`config.mk`:
```
export PLATFORM = sky130hd
export DESIGN_NAME = jk_conv_sequencer_flat
export DESIGN_NICKNAME = d
export VERILOG_FILES = /design/src/rtl/jk_conv_sequencer_if.sv /design/src/rtl/jk_conv_sequencer.sv /design/src/flat_wrapper.sv
export SDC_FILE = /design/constraint.sdc
export NUM_CORES = 1
export LEC_CHECK = 0
export BUFFER_PORTS_ARGS = -buffer_cell sky130_fd_sc_hd__buf_2
export CELL_PAD_IN_SITES_DETAIL_PLACEMENT = 0
export CELL_PAD_IN_SITES_GLOBAL_PLACEMENT = 1
export CORE_UTILIZATION = 42
export DETAILED_ROUTE_END_ITERATION = 8
export PLACE_DENSITY_LB_ADDON = 0.1
export SYNTH_ARGS = -nofsm -noshare
export SYNTH_HDL_FRONTEND = slang
export SYNTH_SLANG_ARGS = --single-unit
```
`constraint.sdc`:
```
create_clock -name clk -period 2.85 [get_ports clk]
set_input_delay 0.57 -clock clk [delete_from_list [all_inputs] [get_ports clk]]
set_output_delay 0.57 -clock clk [all_outputs]
set_load 0.01 [all_outputs]
```
`src/rtl/jk_conv_sequencer_if.sv`:
```
// Control/status and bank-drive bundle between the bring-up controller,
// the JK-conversion sequencer and the flip-flop bank under test.
interface jk_conv_sequencer_if #(
    parameter int STEP_W = 8,
    parameter int CNT_W  = 8
) ();
    logic              start;
    logic [STEP_W-1:0] num_steps;
    logic [7:0]        seed;
    logic              j;
    logic              k;
    logic              dut_reset;
    logic              qsr;
    logic              qb;
    logic              qd;
    logic              qt;
    logic              busy;
    logic              done;
    logic              pass;
    logic [2:0]        err_flags;
    logic [CNT_W-1:0]  mismatch_cnt;
    logic [STEP_W-1:0] step_cnt;

    // Sequencer side
    modport slave (
        input  start, num_steps, seed, qsr, qb, qd, qt,
        output j, k, dut_reset, busy, done, pass, err_flags, mismatch_cnt, step_cnt
    );

    // Controller/bank side
    modport master (
        output start, num_steps, seed, qsr, qb, qd, qt,
        input  j, k, dut_reset, busy, done, pass, err_flags, mismatch_cnt, step_cnt
    );
endinterface

```
`src/rtl/jk_conv_sequencer.sv`:
```
// Drives a pseudo-random J/K stream into the JK-conversion bank and checks the
// SR, D and T implementations each cycle against a golden JK model.
module jk_conv_sequencer #(
    parameter int STEP_W    = 8,
    parameter int CNT_W     = 8,
    parameter int CLEAR_CYC = 2
) (
    input logic                clk,
    input logic                reset,
    jk_conv_sequencer_if.slave bus
);
    localparam int CLR_W = (CLEAR_CYC > 1) ? $clog2(CLEAR_CYC) : 1;
    localparam logic [CLR_W-1:0] CLR_LAST = CLR_W'(CLEAR_CYC - 1);

    typedef enum logic [2:0] {IDLE, CLEAR, RUN, DRAIN, DONE} state_t;

    state_t            state;
    logic [CLR_W-1:0]  clr_cnt;
    logic [STEP_W-1:0] num_lat;
    logic [STEP_W-1:0] step_r;
    logic [7:0]        lfsr;
    logic [7:0]        lfsr_nxt;
    logic              j_r, k_r, dut_reset_r;
    logic              busy_r, done_r, pass_r;
    logic              g, g_nxt;
    logic              cmp_en;
    logic [2:0]        mis;
    logic [2:0]        err_r, err_nxt;
    logic [CNT_W-1:0]  cnt_r, cnt_nxt;

    always_comb begin
        g_nxt = g;
        case ({j_r, k_r})
            2'b00:   g_nxt = g;
            2'b01:   g_nxt = 1'b0;
            2'b10:   g_nxt = 1'b1;
            default: g_nxt = ~g;
        endcase

        mis = 3'b000;
        if (cmp_en)
            mis = {bus.qt != g, bus.qd != g, (bus.qsr != g) || (bus.qb == g)};

        err_nxt = err_r | mis;
        cnt_nxt = cnt_r;
        if ((|mis) && (cnt_r != '1))
            cnt_nxt = cnt_r + CNT_W'(1);

        // x^8+x^6+x^5+x^4+1, Fibonacci form
        lfsr_nxt = {lfsr[6:0], lfsr[7] ^ lfsr[5] ^ lfsr[4] ^ lfsr[3]};
    end

    always_ff @(posedge clk) begin
        if (!reset) begin
            state       <= IDLE;
            clr_cnt     <= '0;
            num_lat     <= '0;
            step_r      <= '0;
            lfsr        <= 8'h01;
            j_r         <= 1'b0;
            k_r         <= 1'b0;
            dut_reset_r <= 1'b0;
            busy_r      <= 1'b0;
            done_r      <= 1'b0;
            pass_r      <= 1'b0;
            g           <= 1'b0;
            cmp_en      <= 1'b0;
            err_r       <= '0;
            cnt_r       <= '0;
        end else begin
            done_r <= 1'b0;
            err_r  <= err_nxt;
            cnt_r  <= cnt_nxt;
            // compare lands one cycle after the bank captures the drive
            cmp_en <= (state == CLEAR) || (state == RUN);
            if (state == CLEAR || state == RUN || state == DRAIN)
                g <= g_nxt;

            case (state)
                IDLE: begin
                    j_r         <= 1'b0;
                    k_r         <= 1'b0;
                    dut_reset_r <= 1'b1;
                    if (bus.start) begin
                        num_lat     <= bus.num_steps;
                        lfsr        <= (bus.seed == 8'h00) ? 8'h01 : bus.seed;
                        err_r       <= '0;
                        cnt_r       <= '0;
                        step_r      <= '0;
                        pass_r      <= 1'b0;
                        busy_r      <= 1'b1;
                        clr_cnt     <= '0;
                        k_r         <= 1'b1;
                        dut_reset_r <= 1'b0;
                        state       <= CLEAR;
                    end
                end

                CLEAR: begin
                    if (clr_cnt == CLR_LAST) begin
                        dut_reset_r <= 1'b1;
                        if (num_lat == '0) begin
                            j_r   <= 1'b0;
                            k_r   <= 1'b0;
                            state <= DRAIN;
                        end else begin
                            j_r   <= lfsr[0];
                            k_r   <= lfsr[1];
                            lfsr  <= lfsr_nxt;
                            state <= RUN;
                        end
                    end else begin
                        clr_cnt <= clr_cnt + CLR_W'(1);
                    end
                end

                RUN: begin
                    step_r <= step_r + STEP_W'(1);
                    if (step_r == num_lat - STEP_W'(1)) begin
                        j_r   <= 1'b0;
                        k_r   <= 1'b0;
                        state <= DRAIN;
                    end else begin
                        j_r  <= lfsr[0];
                        k_r  <= lfsr[1];
                        lfsr <= lfsr_nxt;
                    end
                end

                DRAIN: begin
                    // fold in the final compare happening at this edge
                    pass_r <= (cnt_nxt == '0) && (err_nxt == 3'b000);
                    done_r <= 1'b1;
                    state  <= DONE;
                end

                DONE: begin
                    busy_r <= 1'b0;
                    state  <= IDLE;
                end

                default: state <= IDLE;
            endcase
        end
    end

    assign bus.j            = j_r;
    assign bus.k            = k_r;
    assign bus.dut_reset    = dut_reset_r;
    assign bus.busy         = busy_r;
    assign bus.done         = done_r;
    assign bus.pass         = pass_r;
    assign bus.err_flags    = err_r;
    assign bus.mismatch_cnt = cnt_r;
    assign bus.step_cnt     = step_r;
endmodule

```
`src/flat_wrapper.sv`:
```
// flat-port wrapper written by rule: the top's interface ports become plain ports
module jk_conv_sequencer_flat 
#(
    parameter int STEP_W    = 8,
    parameter int CNT_W     = 8,
    parameter int CLEAR_CYC = 2
)
  (clk, reset, bus_start, bus_num_steps, bus_seed, bus_qsr, bus_qb, bus_qd, bus_qt, bus_j, bus_k, bus_dut_reset, bus_busy, bus_done, bus_pass, bus_err_flags, bus_mismatch_cnt, bus_step_cnt);
  jk_conv_sequencer_if #(.STEP_W(STEP_W), .CNT_W(CNT_W)) bus_i ();
  input logic clk;
  input logic reset;
  input wire logic [$bits(bus_i.start)-1:0] bus_start;
  input wire logic [$bits(bus_i.num_steps)-1:0] bus_num_steps;
  input wire logic [$bits(bus_i.seed)-1:0] bus_seed;
  input wire logic [$bits(bus_i.qsr)-1:0] bus_qsr;
  input wire logic [$bits(bus_i.qb)-1:0] bus_qb;
  input wire logic [$bits(bus_i.qd)-1:0] bus_qd;
  input wire logic [$bits(bus_i.qt)-1:0] bus_qt;
  output wire logic [$bits(bus_i.j)-1:0] bus_j;
  output wire logic [$bits(bus_i.k)-1:0] bus_k;
  output wire logic [$bits(bus_i.dut_reset)-1:0] bus_dut_reset;
  output wire logic [$bits(bus_i.busy)-1:0] bus_busy;
  output wire logic [$bits(bus_i.done)-1:0] bus_done;
  output wire logic [$bits(bus_i.pass)-1:0] bus_pass;
  output wire logic [$bits(bus_i.err_flags)-1:0] bus_err_flags;
  output wire logic [$bits(bus_i.mismatch_cnt)-1:0] bus_mismatch_cnt;
  output wire logic [$bits(bus_i.step_cnt)-1:0] bus_step_cnt;
  assign bus_i.start = bus_start;
  assign bus_i.num_steps = bus_num_steps;
  assign bus_i.seed = bus_seed;
  assign bus_i.qsr = bus_qsr;
  assign bus_i.qb = bus_qb;
  assign bus_i.qd = bus_qd;
  assign bus_i.qt = bus_qt;
  assign bus_j = bus_i.j;
  assign bus_k = bus_i.k;
  assign bus_dut_reset = bus_i.dut_reset;
  assign bus_busy = bus_i.busy;
  assign bus_done = bus_i.done;
  assign bus_pass = bus_i.pass;
  assign bus_err_flags = bus_i.err_flags;
  assign bus_mismatch_cnt = bus_i.mismatch_cnt;
  assign bus_step_cnt = bus_i.step_cnt;
  jk_conv_sequencer #(.STEP_W(STEP_W), .CNT_W(CNT_W), .CLEAR_CYC(CLEAR_CYC)) u_core (.clk(clk), .reset(reset), .bus(bus_i));
endmodule
```
# Word-level counts from Yosys, hierarchy flattened
# Index checks and enable logic that the tools add are counted.
# classes
n_addsub	4
eq_ne	17
mux	39
n_bitwise	6
n_reduce_logical	27
# op_table
cell	n
2-to-1 mux 8 bit	9
logical NOT 8 bit	3
case mux 8 bit (3 select lines)	1
2-to-1 mux 3 bit	6
adder 8 x 1 -> 8 bit, second input constant	2
case mux 8 bit (2 select lines)	1
AND reduction 2 bit	8
2-to-1 mux 1 bit	14
case mux 3 bit (4 select lines)	1
case mux 1 bit (3 select lines)	3
== test 8 bit	1
!= test 2 bit, second input constant	4
!= test 8 bit, second input constant	1
case mux 1 bit (2 select lines)	4
nonzero test 2 bit	4
subtractor 8 x 1 -> 8 bit, second input constant	1
== test 3 x 2 -> 1 bit, second input constant	2
logical NOT 3 bit	2
AND reduction 5 bit	1
== test 3 x 1 -> 1 bit, second input constant	1
== test 3 bit, second input constant	1
logical OR 1 bit	3
!= test 1 bit	3
bitwise OR 3 bit	1
12 further kinds	16
# word_totals
regBits	47
inputBits	23
output_inout_bits	25
word_cells	108

# Longest topological paths before layout
# Gate-level depths: netlist (run 1).
# depth
word_depth	9
mapped_depth	9
mapped_depth_nobuf	8

# Worst setup path after synthesis (run 1)
# Ideal clock, no wire load.
# synth_timing
path_type	flip-flop to flip-flop
startpoint	register u_core.num_lat[0]
endpoint	register u_core.lfsr[6]
setup_time_ns	0.116
t_arrival_ns	1.967
required_time_ns	2.734
setup_slack_ns	0.767
path_stages_with_launch	10
path_buffers	1
period_less_slack_ns	2.083
cell_sequence	dfxtp_1 > inv_1 > ha_1 > xor2_1 > nand2_1 > nor4_4 > nand4_4 > and2_4 > buf_6 > o211a_1
# synth_via
elab_chain_cells	4
elab_cells_between_ends	6
classes_between	add/sub (1); eq/ne (3); reduce/logical (2)
# synth_rtl
item	line	rtl
start, declared	jk_conv_sequencer.sv:19	logic [STEP_W-1:0] num_lat;
start signal, assigned	jk_conv_sequencer.sv:85	num_lat <= bus.num_steps;
subtractor 8 x 1 -> 8 bit	jk_conv_sequencer.sv:119	if (step_r == num_lat - STEP_W'(1)) begin
== test 8 bit	jk_conv_sequencer.sv:119	
!= test 2 bit (no source line)	n/a	
AND reduction 5 bit (no source line) (*)	n/a	
end signal, assigned	jk_conv_sequencer.sv:86	lfsr <= (bus.seed == 8'h00) ? 8'h01 : bus.seed;
end signal, assigned	jk_conv_sequencer.sv:109	lfsr <= lfsr_nxt;
end signal, assigned	jk_conv_sequencer.sv:126	lfsr <= lfsr_nxt;
end, declared	jk_conv_sequencer.sv:21	logic [7:0] lfsr;
# Mark *: on every way between the ends. The rest lies on a longest branch, timed or not.
# A chain may end at the register's enable or synchronous reset.

# Worst setup path after layout (run 1)
# layout_timing
startpoint	register u_core.num_lat[0]
endpoint	register u_core.lfsr[7]
# The elaborated chain is that of the path after synthesis.

==> summary.txt, run 1 <==
Tcrit/Tclk final = 76.32%
Final setup fails = 0
CP required = 3.04 ns
Maximum vdd ir drop = 0.4775 mV
Clock slew at reported path FFs = 0.09 ns
Post-synth top area cell = dfxtp_1
Share of the synthesized area in the top cell type = 35.17%
Synthesized flop and latch total = 47
Routed Antenna Nets = 0
LEAKAGE = 0.001254 uW
Worst setup EP type = register
Ys async rst share = 0%
# rows = 28
Clock Latency Late Sink = 0.29 ns
Filler Cells Inserted = 616
Placed cells = 419
CTS Sinks = 47
Worst Max-Slew Pin Slew = 0.5784 ns
Worst-path maximum fanout = 8
Gp weighted congestion = 0.7891
Post-CTS Hold Fix Bufs = 0
Vias in the first global route = 2100
Average cell area after synthesis = 8.547 um^2
Slew margin rel. = 61.27%
PnR Total Power = 2364 uW
Final Hold Fails = 0
Multi-input combinational cell area = 1620 um^2
IO Count = 48
Worst Skew = 0.006264 ns
Seq/Total Area, Yosys = 35.17%
Crit path DAT = 2.36 ns
Layout cells sized above 1 = 22.73%
TritonRoute pass-1 iters = 4
Critical path type = register to register
RSZ-0062 raised after global routing = no
WL/cell = 13.83 um
Global-route wire length before repair = 10010 um
Grt ovf = 0
Post-synth net total = 342
CTS tree = built
1st-iter DRT viols = 76
Post-DP HPWL = 4320 um
CTS H-tree depth = 2
GRT Util Overall = 19.27%
Netlist cell types = 59
Max_cap viols = 0
Chip Width = 81.81 um
IO buf count = 47
P per Cell Area = 783.8 nW/um^2
Initial Util = 44.39%
Ant. Diodes = 0
Post-CTS setup buffers = 0
Most used flip-flop cell after synthesis = dfxtp_1
Tmin final = 2.175 ns
Number of synthesis warnings = 0
Core area = 6026 um^2
CTS-repair resized insts = 0
Max-slew violations = 0
Die Area = 6692 um^2
FF/Latch Area = 940.9 um^2
Routed vias/inst = 5.396
Fmax achieved = 459.8 MHz
Post-synth EDFFs = 0
Hold Crit Class = register to register
Initial antenna violation count = 0
Run status = finished, final reports clean
Final Non-Filler Cells = 427
Die height = 81.81 um
Fin nets = 380
Residual DRC = 0
Post-Syn Area = 2675 um^2
Mapped Cells = 313
Via count = 2304
Syn-to-layout area delta = 12.77%
Synth top area cells = dfxtp_1 (35%), nor2_1 (5.1%), xnor2_1 (4.9%), mux2i_1 (4.9%), nand2_1 (4.6%)
Crit start category = register
Hold_ws = 0.4770 ns
CTS Buf Count = 5
Largest net degree at the start of global routing = 29
Clock Path Buffers = 2
CTS Root Cell = clkbuf_8
Final WL = 5905 um
Total negative slack = 0 ns
-- path summary, 6_finish.rpt --
check	slack, ns	depth (start not counted)	endpoint	start
worst max-delay path	0.68	8	u_core.lfsr[7]$_SDFFE_PN0P_	u_core.num_lat[0]$_SDFFE_PN0P_
worst min-delay path	0.48	2	u_core.bus.pass$_SDFFE_PN0P_	u_core.bus.pass$_SDFFE_PN0P_
worst max register to register	0.68	8	u_core.lfsr[7]$_SDFFE_PN0P_	u_core.num_lat[0]$_SDFFE_PN0P_
worst min register to register	0.48	2	u_core.bus.pass$_SDFFE_PN0P_	u_core.bus.pass$_SDFFE_PN0P_
-- state kept, by name, summed over array words and instances (netlist names) --
register	flops
u_core.bus.mismatch_cnt	8
u_core.bus.step_cnt	8
u_core.lfsr	8
u_core.num_lat	8
u_core.bus.err_flags	3
u_core.state	3
u_core.bus.busy	1
u_core.bus.done	1
u_core.bus.dut_reset	1
u_core.bus.j	1
u_core.bus.k	1
u_core.bus.pass	1
u_core.clr_cnt	1
u_core.cmp_en	1
u_core.g	1
-- cells by family (layout without fill, tap and decap cells) --
group,after synthesis,after routing,synth area share [%]
AO/OA/AOI/OAI,60,60,15.01
XOR/XNOR,23,23,7.531
adder cells (fa/ha/maj),6,6,2.806
buffers and inverters,25,64,4.256
flip-flops,47,47,35.17
multiplexers,19,19,7.530
AND/OR/NAND/NOR,133,133,27.69
-- stage by stage --
step,utilization [%],instance area (um^2),setup WS (ns)
floorplan,-,2675,0.7673
global placement,48.71,2935,0.6857
detailed placement,48.71,2935,0.6233
CTS,50.06,3017,0.6546
global route,50.06,3017,0.5005
finish,50.06,3017,0.6750
-- final cells by class --
| type | instances | area share (%) |
|---|---|---|
| Multi-Input combinational cell | 241 | 53.71 |
| Clock inverter | 1 | 0.1659 |
| Tap cell | 75 | 3.111 |
| Sequential cell | 47 | 31.19 |
| Inverter | 6 | 0.7466 |
| Timing Repair Buffer | 50 | 8.544 |
| Clock buffer | 7 | 2.530 |
-- Yosys cell counts (all sizes together) (3+ instances only) --
master	number
a211oi	3
a21oi	24
a31oi	7
and3	5
buf	10
clkbuf	9
dfxtp	47
ha	6
inv	6
mux2	6
mux2i	13
nand2	33
nand2b	5
nand3	13
nand3b	3
nand4	6
nor2	36
nor3	11
nor3b	3
nor4	8
o211a	3
o21a	4
o21ai	8
xnor2	15
xor2	8
-- critical path: stages, from the launching register on --
cell and delay [ns]:
dfxtp_1 0.41, inv_1 0.08, ha_1 0.30, xor2_1 0.13
nand2_1 0.10, nor4_4 0.35, nand4_4 0.21, and2_4 0.28
o211a_1 0.20
-- cells in the final DEF, fill, tap and decap left out, drive strengths merged, types with 6 or more instances in the layout --
master / netlist / layout
mux2: 6 / 6
dfxtp: 47 / 47
nor3: 11 / 11
xnor2: 15 / 15
o21ai: 8 / 8
a21oi: 24 / 24
nor4: 8 / 8
nand2: 33 / 33
nand3: 13 / 13
nor2: 36 / 36
inv: 6 / 6
clkbuf: 9 / 7
xor2: 8 / 8
a31oi: 7 / 7
ha: 6 / 6
buf: 10 / 50
nand4: 6 / 6
mux2i: 13 / 13
-- metal layers --
layer | track usage, % | vias to the layer above | share of wire (%)
met5 | 0 | - | 0
met4 | 4.386 | 0 | 0.58
met3 | 3.444 | 2 | 3.1
met2 | 29.42 | 42 | 43
met1 | 27.93 | 1081 | 54
li1 | - | 1179 | -
-- power breakdown --
part	switching, uW	internal (uW)
registers	161	789
logic	543	480
clock network	219	173
total	923	1440
Power figures use the tool's default switching activity.
==> run 2, diff against run 1 <==
==> constraint.sdc (replaced) <==
create_clock -name clk -period 2.1 [get_ports clk]
set_input_delay 0.42 -clock clk [delete_from_list [all_inputs] [get_ports clk]]
set_output_delay 0.42 -clock clk [all_outputs]
set_load 0.01 [all_outputs]
==> summary.txt, run 2 (same netlist as run 1, synthesis figures left out) <==
Routed Antenna Nets = 0 (unchanged)
Grt ovf = 0 (unchanged)
Core area = 6026 um^2 (unchanged)
Final setup fails = 0 (unchanged)
Chip Width = 81.81 um (unchanged)
Tcrit/Tclk final = 95.11% (+19 points)
FF/Latch Area = 940.9 um^2 (unchanged)
Largest net degree at the start of global routing = 29 (unchanged)
Global-route wire length before repair = 10390 um (+3.9%)
Hold_ws = 0.3435 ns (-0.1335 ns)
Via count = 2345 (+1.8%)
Fin nets = 402 (+5.8%)
P per Cell Area = 1049 nW/um^2 (+34%)
Initial Util = 44.39% (unchanged)
Layout cells sized above 1 = 27.81% (+5.1 points)
CTS tree = built
Final WL = 6155 um (+4.2%)
Fmax achieved = 500.7 MHz (+8.9%)
Clock Path Buffers = 2 (unchanged)
Pint = 2037 uW (+41%)
DP Area = 3085 um^2 (+5.1%)
Filler Cells Inserted = 643 (+4.4%)
CP endpoint = u_core.bus.j$_SDFFE_PN0P_
# rows = 28 (unchanged)
Syn-to-layout area delta = 19.27%
Residual DRC = 0 (unchanged)
Finished Core Util = 52.95% (+2.9 points)
Worst-path maximum fanout = 4 (-4)
Worst setup EP type = register
Final Hold Fails = 0 (unchanged)
Final instance area = 3191 um^2 (+5.8%)
CTS Sinks = 47 (unchanged)
WL/cell = 13.71 um (-0.87%)
CTS H-tree depth = 2 (unchanged)
Run status = finished, final reports clean
IO Count = 48 (unchanged)
Crit path DAT = 2.18 ns (-0.18 ns)
RSZ-0062 raised after global routing = yes
Most frequent cells in the layout = buf_2 (47), dfxtp_1 (47), nor2_1 (35)
1st-iter DRT viols = 82 (+7.9%)
Max_cap viols = 0 (unchanged)
Path depth of the worst reg2reg path = 7 (-1)
Worst Max-Slew Pin Slew = 0.4573 ns (-0.1210 ns)
Portion of total power attributed to sequential cells = 37.6% (-2.6 points)
Worst Skew = 0.01038 ns (+0.004116 ns)
Clock Power Share = 16.2% (-0.4 points)
Tmin final = 1.997 ns (-0.1776 ns)
Combinational power share = 46.2% (+2.9 points)
Vias in the first global route = 2213 (+5.4%)
Clock Latency Late Sink = 0.31 ns (+0.02 ns)
LEAKAGE = 0.001368 uW (+9.1%)
Initial antenna violation count = 0 (unchanged)
Post-DP HPWL = 4641 um (+7.4%)
Post-CTS Hold Fix Bufs = 0 (unchanged)
Total negative slack = 0 ns (unchanged)
Crit start category = register
CP required = 2.28 ns (-0.76 ns)
CTS Root Cell = clkbuf_8
CTS Buf Count = 5 (unchanged)
Psw = 1309 uW (+42%)
Ant. Diodes = 0 (unchanged)
R2R Setup Slk = 0.10 ns (-0.57 ns)
Maximum vdd ir drop = 0.6332 mV (+33%)
Routed vias/inst = 5.223 (-3.2%)
Die height = 81.81 um (unchanged)
TritonRoute pass-1 iters = 4 (unchanged)
Crit path launch = u_core.num_lat[0]$_SDFFE_PN0P_
Clock slew at reported path FFs = 0.09 ns (about the same)
Hold Crit Class = primary input to register
Gp weighted congestion = 0.7882 (-0.11%)
Sw frac = 39.12% (+0.088 points)
Max-slew violations = 0 (unchanged)
IO buf count = 47 (unchanged)
Reg-to-reg endpoint = u_core.bus.j$_SDFFE_PN0P_
Slew margin rel. = 69.40% (+8.1 points)
Critical path type = register to register
Multi-input combinational cell area = 1629 um^2 (+0.54%)
Worst r2r src = u_core.num_lat[0]$_SDFFE_PN0P_
Die Area = 6692 um^2 (unchanged)
GRT Util Overall = 19.98% (+0.71 points)
==> run 2: worst max-delay path: stages (launching register included) <==
cell and delay (ns):
dfxtp_1 0.32, buf_4 0.14, nor3_1 0.26, xnor2_1 0.17, nor4_4 0.37, a31oi_1 0.22
a311oi_1 0.32, nor3_1 0.08
==> run 2: worst min-delay path by stage <==
| stage | startpoint | end | cells after the start | slack (ns) |
|---|---|---|---|---|
| 2_1_floorplan | u_core.lfsr[0]$_SDFFE_PN1P_ | u_core.lfsr[0]$_SDFFE_PN1P_ | 2 | 0.44 |
| 3_3_place_gp | u_core.bus.dut_reset$_SDFFE_PN0P_ | u_core.bus.dut_reset$_SDFFE_PN0P_ | 2 | 0.46 |
| 3_5_place_dp | u_core.bus.pass$_SDFFE_PN0P_ | u_core.bus.pass$_SDFFE_PN0P_ | 2 | 0.47 |
| 4_1_cts | bus_num_steps[3] | u_core.num_lat[3]$_SDFFE_PN0P_ | 3 | 0.34 |
| 5_1_grt | bus_num_steps[7] | u_core.num_lat[7]$_SDFFE_PN0P_ | 3 | 0.36 |
| 6_report | bus_num_steps[7] | u_core.num_lat[7]$_SDFFE_PN0P_ | 3 | 0.34 |
==> run 2: what timing repair did <==
action	CTS	global route
setup buffers	0	2
setup endpoints to repair	0	9
resized for setup	0	2
==> run 2: area by class of cell <==
| class | count | share of cell area (%) |
|---|---|---|
| multi-input combinational | 241 | 51.06 |
| sequential | 47 | 29.49 |
| timing repair buffer | 72 | 13.25 |
| tap | 75 | 2.941 |
| clock buffer | 7 | 2.392 |
| inverter | 6 | 0.7059 |
| clock inverter | 1 | 0.1569 |
==> run 2: layer usage <==
metal / part of all wire, % / track usage, % / vias up
met5: 0 / 0 / -
met4: 1.2 / 5.965 / 0
met3: 3.0 / 3.333 / 7
met2: 43 / 30.91 / 37
met1: 53 / 28.19 / 1074
li1: - / - / 1227
==> run 2: power by group through the flow <==
stage               logic (uW)  clock network (uW)  registers [uW]
floorplan                 1180                   0            1240
global placement          1520                   0            1280
detailed placement        1520                   0            1280
CTS                       1530                 560            1260
global route              1720                 587            1280
finish                    1540                 543            1260
==> run 2: metrics by stage <==
step	instances	worst slack [ns]	power, uW
2_1_floorplan	313	0.01728	2418
3_3_place_gp	439	0.1039	2799
3_5_place_dp	439	0.07211	2801
4_1_cts	447	0.05698	3351
5_1_grt	449	-0.02478	3595
6_report	449	0.1026	3345
